===== config.mk =====
export PLATFORM = sky130hd
export DESIGN_NAME = gpio_pos_sampler
export DESIGN_NICKNAME = d
export VERILOG_FILES = /design/src/rtl/gpio_pos_pkg.sv /design/src/rtl/gpio_pos_sampler_sync2.sv /design/src/rtl/gpio_pos_sampler.sv
export SDC_FILE = /design/constraint.sdc
export NUM_CORES = 1
export LEC_CHECK = 0
export CAP_MARGIN = 5
export CORE_MARGIN = 3
export CORE_UTILIZATION = 63
export DETAILED_ROUTE_END_ITERATION = 16
export DONT_BUFFER_PORTS = 1
export PLACE_DENSITY = 0.86
export SLEW_MARGIN = 20
export SYNTH_ARGS = -nofsm -noshare
export SYNTH_HDL_FRONTEND = slang
export SYNTH_SLANG_ARGS = --single-unit

===== constraint.sdc =====
create_clock -name i_clk -period 2.9 [get_ports i_clk]
set_clock_uncertainty 0.15 [all_clocks]
set_input_delay 0.58 -clock i_clk [delete_from_list [all_inputs] [get_ports i_clk]]
set_output_delay 0.58 -clock i_clk [all_outputs]
set_load 0.03 [all_outputs]

===== src/rtl/gpio_pos_pkg.sv =====
// ============================================================================
//  Module : gpio_pos_pkg
//  Shared state type and default timing for the GPIO position sampler.
//  Rev    : 1.0  initial release
// ============================================================================
`default_nettype none

package gpio_pos_pkg;

    typedef enum logic [1:0] {
        S_IDLE   = 2'd0,
        S_SETTLE = 2'd1,
        S_LOCKED = 2'd2,
        S_HOLD   = 2'd3
    } pos_state_t;

    localparam int STABLE_10MS_25M = 250000;
    localparam int LOST_100MS_25M  = 2500000;

    function automatic int max_int(input int a, input int b);
        return (a > b) ? a : b;
    endfunction

endpackage

`default_nettype wire


===== src/rtl/gpio_pos_sampler_sync2.sv =====
// ============================================================================
//  Module : sync2
//  Generic 2-flop synchronizer for asynchronous input buses.
//  Rev    : 1.0  initial release
// ============================================================================
`default_nettype none

module sync2 #(
    parameter int W = 1
) (
    input  logic         i_clk,
    input  logic         i_rst_n,
    input  logic [W-1:0] i_d,
    output logic [W-1:0] o_q
);

    logic [W-1:0] meta_q;
    logic [W-1:0] sync_q;

    always_ff @(posedge i_clk or negedge i_rst_n) begin
        if (!i_rst_n) begin
            meta_q <= '0;
            sync_q <= '0;
        end else begin
            meta_q <= i_d;
            sync_q <= meta_q;
        end
    end

    assign o_q = sync_q;

endmodule

`default_nettype wire


===== src/rtl/gpio_pos_sampler.sv =====
// ============================================================================
//  Module : gpio_pos_sampler
//  Synchronises, debounces and bridges dropouts of the sensor detect/position.
//  Rev    : 1.0  initial release
// ============================================================================
`default_nettype none

module gpio_pos_sampler
    import gpio_pos_pkg::*;
#(
    parameter int POS_W      = 3,
    parameter int STABLE_CYC = STABLE_10MS_25M,
    parameter int LOST_CYC   = LOST_100MS_25M
) (
    input  logic             i_clk,
    input  logic             i_rst_n,
    input  logic             i_detect,
    input  logic [POS_W-1:0] i_pos,
    output logic [POS_W-1:0] o_pos,
    output logic             o_valid,
    output logic             o_pos_chg,
    output logic             o_lost
);

    localparam int MAX_CYC = max_int(STABLE_CYC, LOST_CYC);
    localparam int CNT_W   = (MAX_CYC > 1) ? $clog2(MAX_CYC) : 1;
    localparam logic [CNT_W-1:0] STABLE_LAST = CNT_W'(STABLE_CYC - 1);
    localparam logic [CNT_W-1:0] LOST_LAST   = CNT_W'(LOST_CYC - 1);

    logic [POS_W:0]   sync_w;
    logic             det_w;
    logic [POS_W-1:0] pos_w;

    sync2 #(.W(POS_W + 1)) u_sync (
        .i_clk   (i_clk),
        .i_rst_n (i_rst_n),
        .i_d     ({i_detect, i_pos}),
        .o_q     (sync_w)
    );

    assign det_w = sync_w[POS_W];
    assign pos_w = sync_w[POS_W-1:0];

    pos_state_t       state_q, state_d;
    logic [CNT_W-1:0] cnt_q, cnt_d;
    logic [POS_W-1:0] cand_q, cand_d;
    logic [POS_W-1:0] pos_q, pos_d;
    logic             valid_q, valid_d;
    logic             chg_q, chg_d;
    logic             lost_q, lost_d;

    always_comb begin
        state_d = state_q;
        cnt_d   = cnt_q;
        cand_d  = cand_q;
        pos_d   = pos_q;
        valid_d = valid_q;
        chg_d   = 1'b0;
        lost_d  = 1'b0;
        case (state_q)
            S_IDLE: begin
                if (det_w) begin
                    state_d = S_SETTLE;
                    cand_d  = pos_w;
                    cnt_d   = '0;
                end
            end
            S_SETTLE: begin
                if (!det_w) begin
                    state_d = S_IDLE;
                    cnt_d   = '0;
                end else if (pos_w != cand_q) begin
                    cand_d = pos_w;
                    cnt_d  = '0;
                end else if (cnt_q == STABLE_LAST) begin
                    state_d = S_LOCKED;
                    pos_d   = cand_q;
                    valid_d = 1'b1;
                    chg_d   = 1'b1;
                    cnt_d   = '0;
                end else begin
                    cnt_d = cnt_q + 1'b1;
                end
            end
            S_LOCKED: begin
                // Detect loss wins over any simultaneous position movement.
                if (!det_w) begin
                    state_d = S_HOLD;
                    cnt_d   = '0;
                end else if (pos_w == pos_q) begin
                    cand_d = pos_q;
                    cnt_d  = '0;
                end else if (pos_w != cand_q) begin
                    cand_d = pos_w;
                    cnt_d  = '0;
                end else if (cnt_q == STABLE_LAST) begin
                    pos_d = cand_q;
                    chg_d = 1'b1;
                    cnt_d = '0;
                end else begin
                    cnt_d = cnt_q + 1'b1;
                end
            end
            S_HOLD: begin
                if (det_w) begin
                    state_d = S_LOCKED;
                    cnt_d   = '0;
                end else if (cnt_q == LOST_LAST) begin
                    state_d = S_IDLE;
                    valid_d = 1'b0;
                    lost_d  = 1'b1;
                    cnt_d   = '0;
                end else begin
                    cnt_d = cnt_q + 1'b1;
                end
            end
            default: begin
                state_d = S_IDLE;
                cnt_d   = '0;
            end
        endcase
    end

    always_ff @(posedge i_clk or negedge i_rst_n) begin
        if (!i_rst_n) begin
            state_q <= S_IDLE;
            cnt_q   <= '0;
            cand_q  <= '0;
            pos_q   <= '0;
            valid_q <= 1'b0;
            chg_q   <= 1'b0;
            lost_q  <= 1'b0;
        end else begin
            state_q <= state_d;
            cnt_q   <= cnt_d;
            cand_q  <= cand_d;
            pos_q   <= pos_d;
            valid_q <= valid_d;
            chg_q   <= chg_d;
            lost_q  <= lost_d;
        end
    end

    assign o_pos     = pos_q;
    assign o_valid   = valid_q;
    assign o_pos_chg = chg_q;
    assign o_lost    = lost_q;

endmodule

`default_nettype wire


==> reports/results.ini <==
[pwr]
p_switching_mw = 0.561
intPower_mw = 1.00
finalPower_mw = 1.56
combPwrFrac_pct = 33.4
irDropWorstVdd_mv = 0.522
p_sw_share_pct = 35.9
p_leak_nw = 1.00
clkPwrFrac_pct = 24.0
power.density_nw_per_um2 = 649
seqPwrFrac_pct = 42.6

[die]
placementRows = 21
die_height_um = 65.8
core_sq_um = 3390
start_util_pct = 66.4
die-area_sq_um = 4320
ioPinCount = 12
die_w_um = 65.8

[cells_and_area]
syn2layout_area_growth_pct = 6.84
fin_util_pct = 70.9
drive_gt1_share_pct = 12.0
nets = 261
fin_area_sq_um = 2400
diodes = 0

[sta]
setup_viol = 0
tns_ps = 0
rsz0062_at_grt = false
slew_viol_final = 0
slew_headroom_pct = 55.7
fmax_ghz = 0.375
fin_crit_sh_pct = 92.0
tightest_slew_ps = 655
min_period_ps = 2670
hold_viol = 0

[grt]
grt_overflow = 0
grt_pass1_wl_um = 8220
grt_antenna_before_repair = 0
grt_pass1_vias = 1814
grt_max_degree = 42
grt_usage_pct = 24.5

[yosys]
syn-num-nets = 256
synth-edff-count = 0
synth_area_leaders = dfrtp_1 46%, o21ai_0 5.6%, ha_1 3.3%
ys_warn_count = 0
syn_area_per_cell_sq_um = 9.22
synthDistinctLibCells = 50
synth_area_leader_cell = dfrtp_1
synth-seq-cells = 41
synthFlopType = dfrtp_1
syn_area_sq_um = 2250
synth.most_common_cell = dfrtp_1
synth_top_cell_area_share_pct = 45.6
synthTopCellsByCount = 41 x dfrtp_1, 25 x o21ai_0, 20 x nand2_1
syn_inst = 244
seq_area_frac_synth_pct = 45.6
synthArstFlopShare_pct = 100

[routing]
wl_um = 4450
wl_per_cell_um = 15.0
ant_nets = 0
drcViolationCount = 0
drtPass1Iterations = 4
drt_iter0_drc = 175
vias_per_cell = 6.11
via_count = 1809

[critical_path]
cp.arrival_ps = 2770
critPathMaxFanout = 10
r2r_slack_ps = 230
crit_family = simple AND/OR/NAND/NOR gates
cp-startpoint = cnt_q[14]
critPathKind = reg2reg
setup.worst_path.end_class = register
cp-start-kind = register
path_buf_inv = 1
slowest_delay_ps = 500
reg2reg_from = cnt_q[14]
slowest_stage = or4b_1
worst_ep_required_time_ps = 3000
crit_chain = or4b_1 > or4_1 > o21a_1 > a22oi_2 > buf_4 > o21ai_1 > a21o_1

[clock_network]
clockRootBuffer = clkbuf_4
cts_sinks = 41
insertion_delay_ps = 350
h-tree-depth = 2
cts_buffers = 5
clk_path_buf_depth = 2
clkTransAtPathRegs_ps = 120
cts_tree = built

[status]
status = finished, final reports clean

[placed_design]
gp_congestion = 0.904
placed_cell_area_sq_um = 2290
hpwl_um = 3290
port_buffers = 0

[hold_path]
hp-start = i_detect
hold_class = in2reg

[flow_run]
cap_violations = 0

power by group through the flow:
stage	combinational [mW]	sequential (mW)	clock [mW]
2_1_floorplan	0.412	0.664	0
3_3_place_gp	0.488	0.674	0
3_5_place_dp	0.501	0.676	0
4_1_cts	0.520	0.664	0.389
5_1_grt	0.602	0.672	0.409
6_report	0.521	0.665	0.375
placed cells by master, fill, tap and decap left out, types with 2 or more instances in the layout:
master | Yosys | routed
nor4_1 | 4 | 4
clkbuf_4 | 0 | 5
xor2_1 | 3 | 3
o21ai_0 | 25 | 25
nor2_1 | 17 | 17
inv_1 | 18 | 18
or3_1 | 7 | 7
nand4_1 | 11 | 11
or2_2 | 3 | 3
and3_1 | 4 | 4
a21o_1 | 3 | 3
mux2_2 | 3 | 3
or4_1 | 2 | 2
dfrtp_1 | 41 | 41
nand2_1 | 20 | 20
a21oi_1 | 12 | 12
o21ai_1 | 3 | 3
xnor2_1 | 6 | 6
a31oi_1 | 3 | 3
or3_2 | 3 | 3
nor3_1 | 5 | 5
o311ai_0 | 2 | 2
nor3b_1 | 2 | 2
nand3_1 | 10 | 10
or2b_2 | 2 | 2
ha_1 | 6 | 6
buf_4 | 2 | 4
worst paths after layout:
check,cells after the start,end
max,7,cnt_q[13]
min,0,u_sync.meta_q[3]
max reg2reg,7,cnt_q[13]
min reg2reg,0,u_sync.o_q[0]
max in group asynchronous,2,cnt_q[15]
min in group asynchronous,2,cnt_q[0]
per-stage QoR:
step                      setup WS [ps]  instances  hold WS (ps)
final                               232        296          99.2
after detailed placement            250        286           136
after floorplan                     500        244           134
after global routing               87.9        296          54.3
after CTS                           229        296          71.3
after global placement              274        286           135
cell type report:
type / count / area [sq um]
sequential: 41 / 1030
clock inverter: 3 / 46.3
clock buffer: 5 / 37.5
inverter: 18 / 67.6
fill: 262 / 986
multi-input combinational: 177 / 1110
timing repair buffer: 6 / 60.1
tap: 46 / 57.6
what timing repair did:
item	in CTS	in global routing
setup endpoints to repair	0	0
setup buffers	0	0
hold buffers	2	0
hold endpoints to repair	41	0
gates resized for setup	0	0
logic make-up after synthesis:
group,count (synthesis),synth area share (%)
and+or+nand+nor,98,24.4
AOI/OAI and AO/OA,60,16.1
DFF,41,45.6
buffers and inverters,26,5.12
xor gates and xnor gates,9,3.50
adders and majority gates,6,3.34
muxes,4,1.95
worst reg2reg max path: cells and delay by family (launching register included):
kind                   cells  cell delay (ps)
buffers and inverters      1              220
AOI/OAI and AO/OA          4              800
and+or+nand+nor            2              950
DFF                        1              460
layer usage:
layer	global-route usage, %	share of wire [%]
met1	34.0	45
met3	5.81	6.8
met4	9.07	1.5
met5	0	0
met2	37.2	46
sequential cells by signal, summed over array words and instances (netlist names), 3 cells and up, named ones only:
| name | count |
|---|---|
| cand_q | 3 |
| cnt_q | 22 |
| o_pos | 3 |
| u_sync.meta_q | 4 |
| u_sync.o_q | 4 |
(Power assumes the default switching activity.)
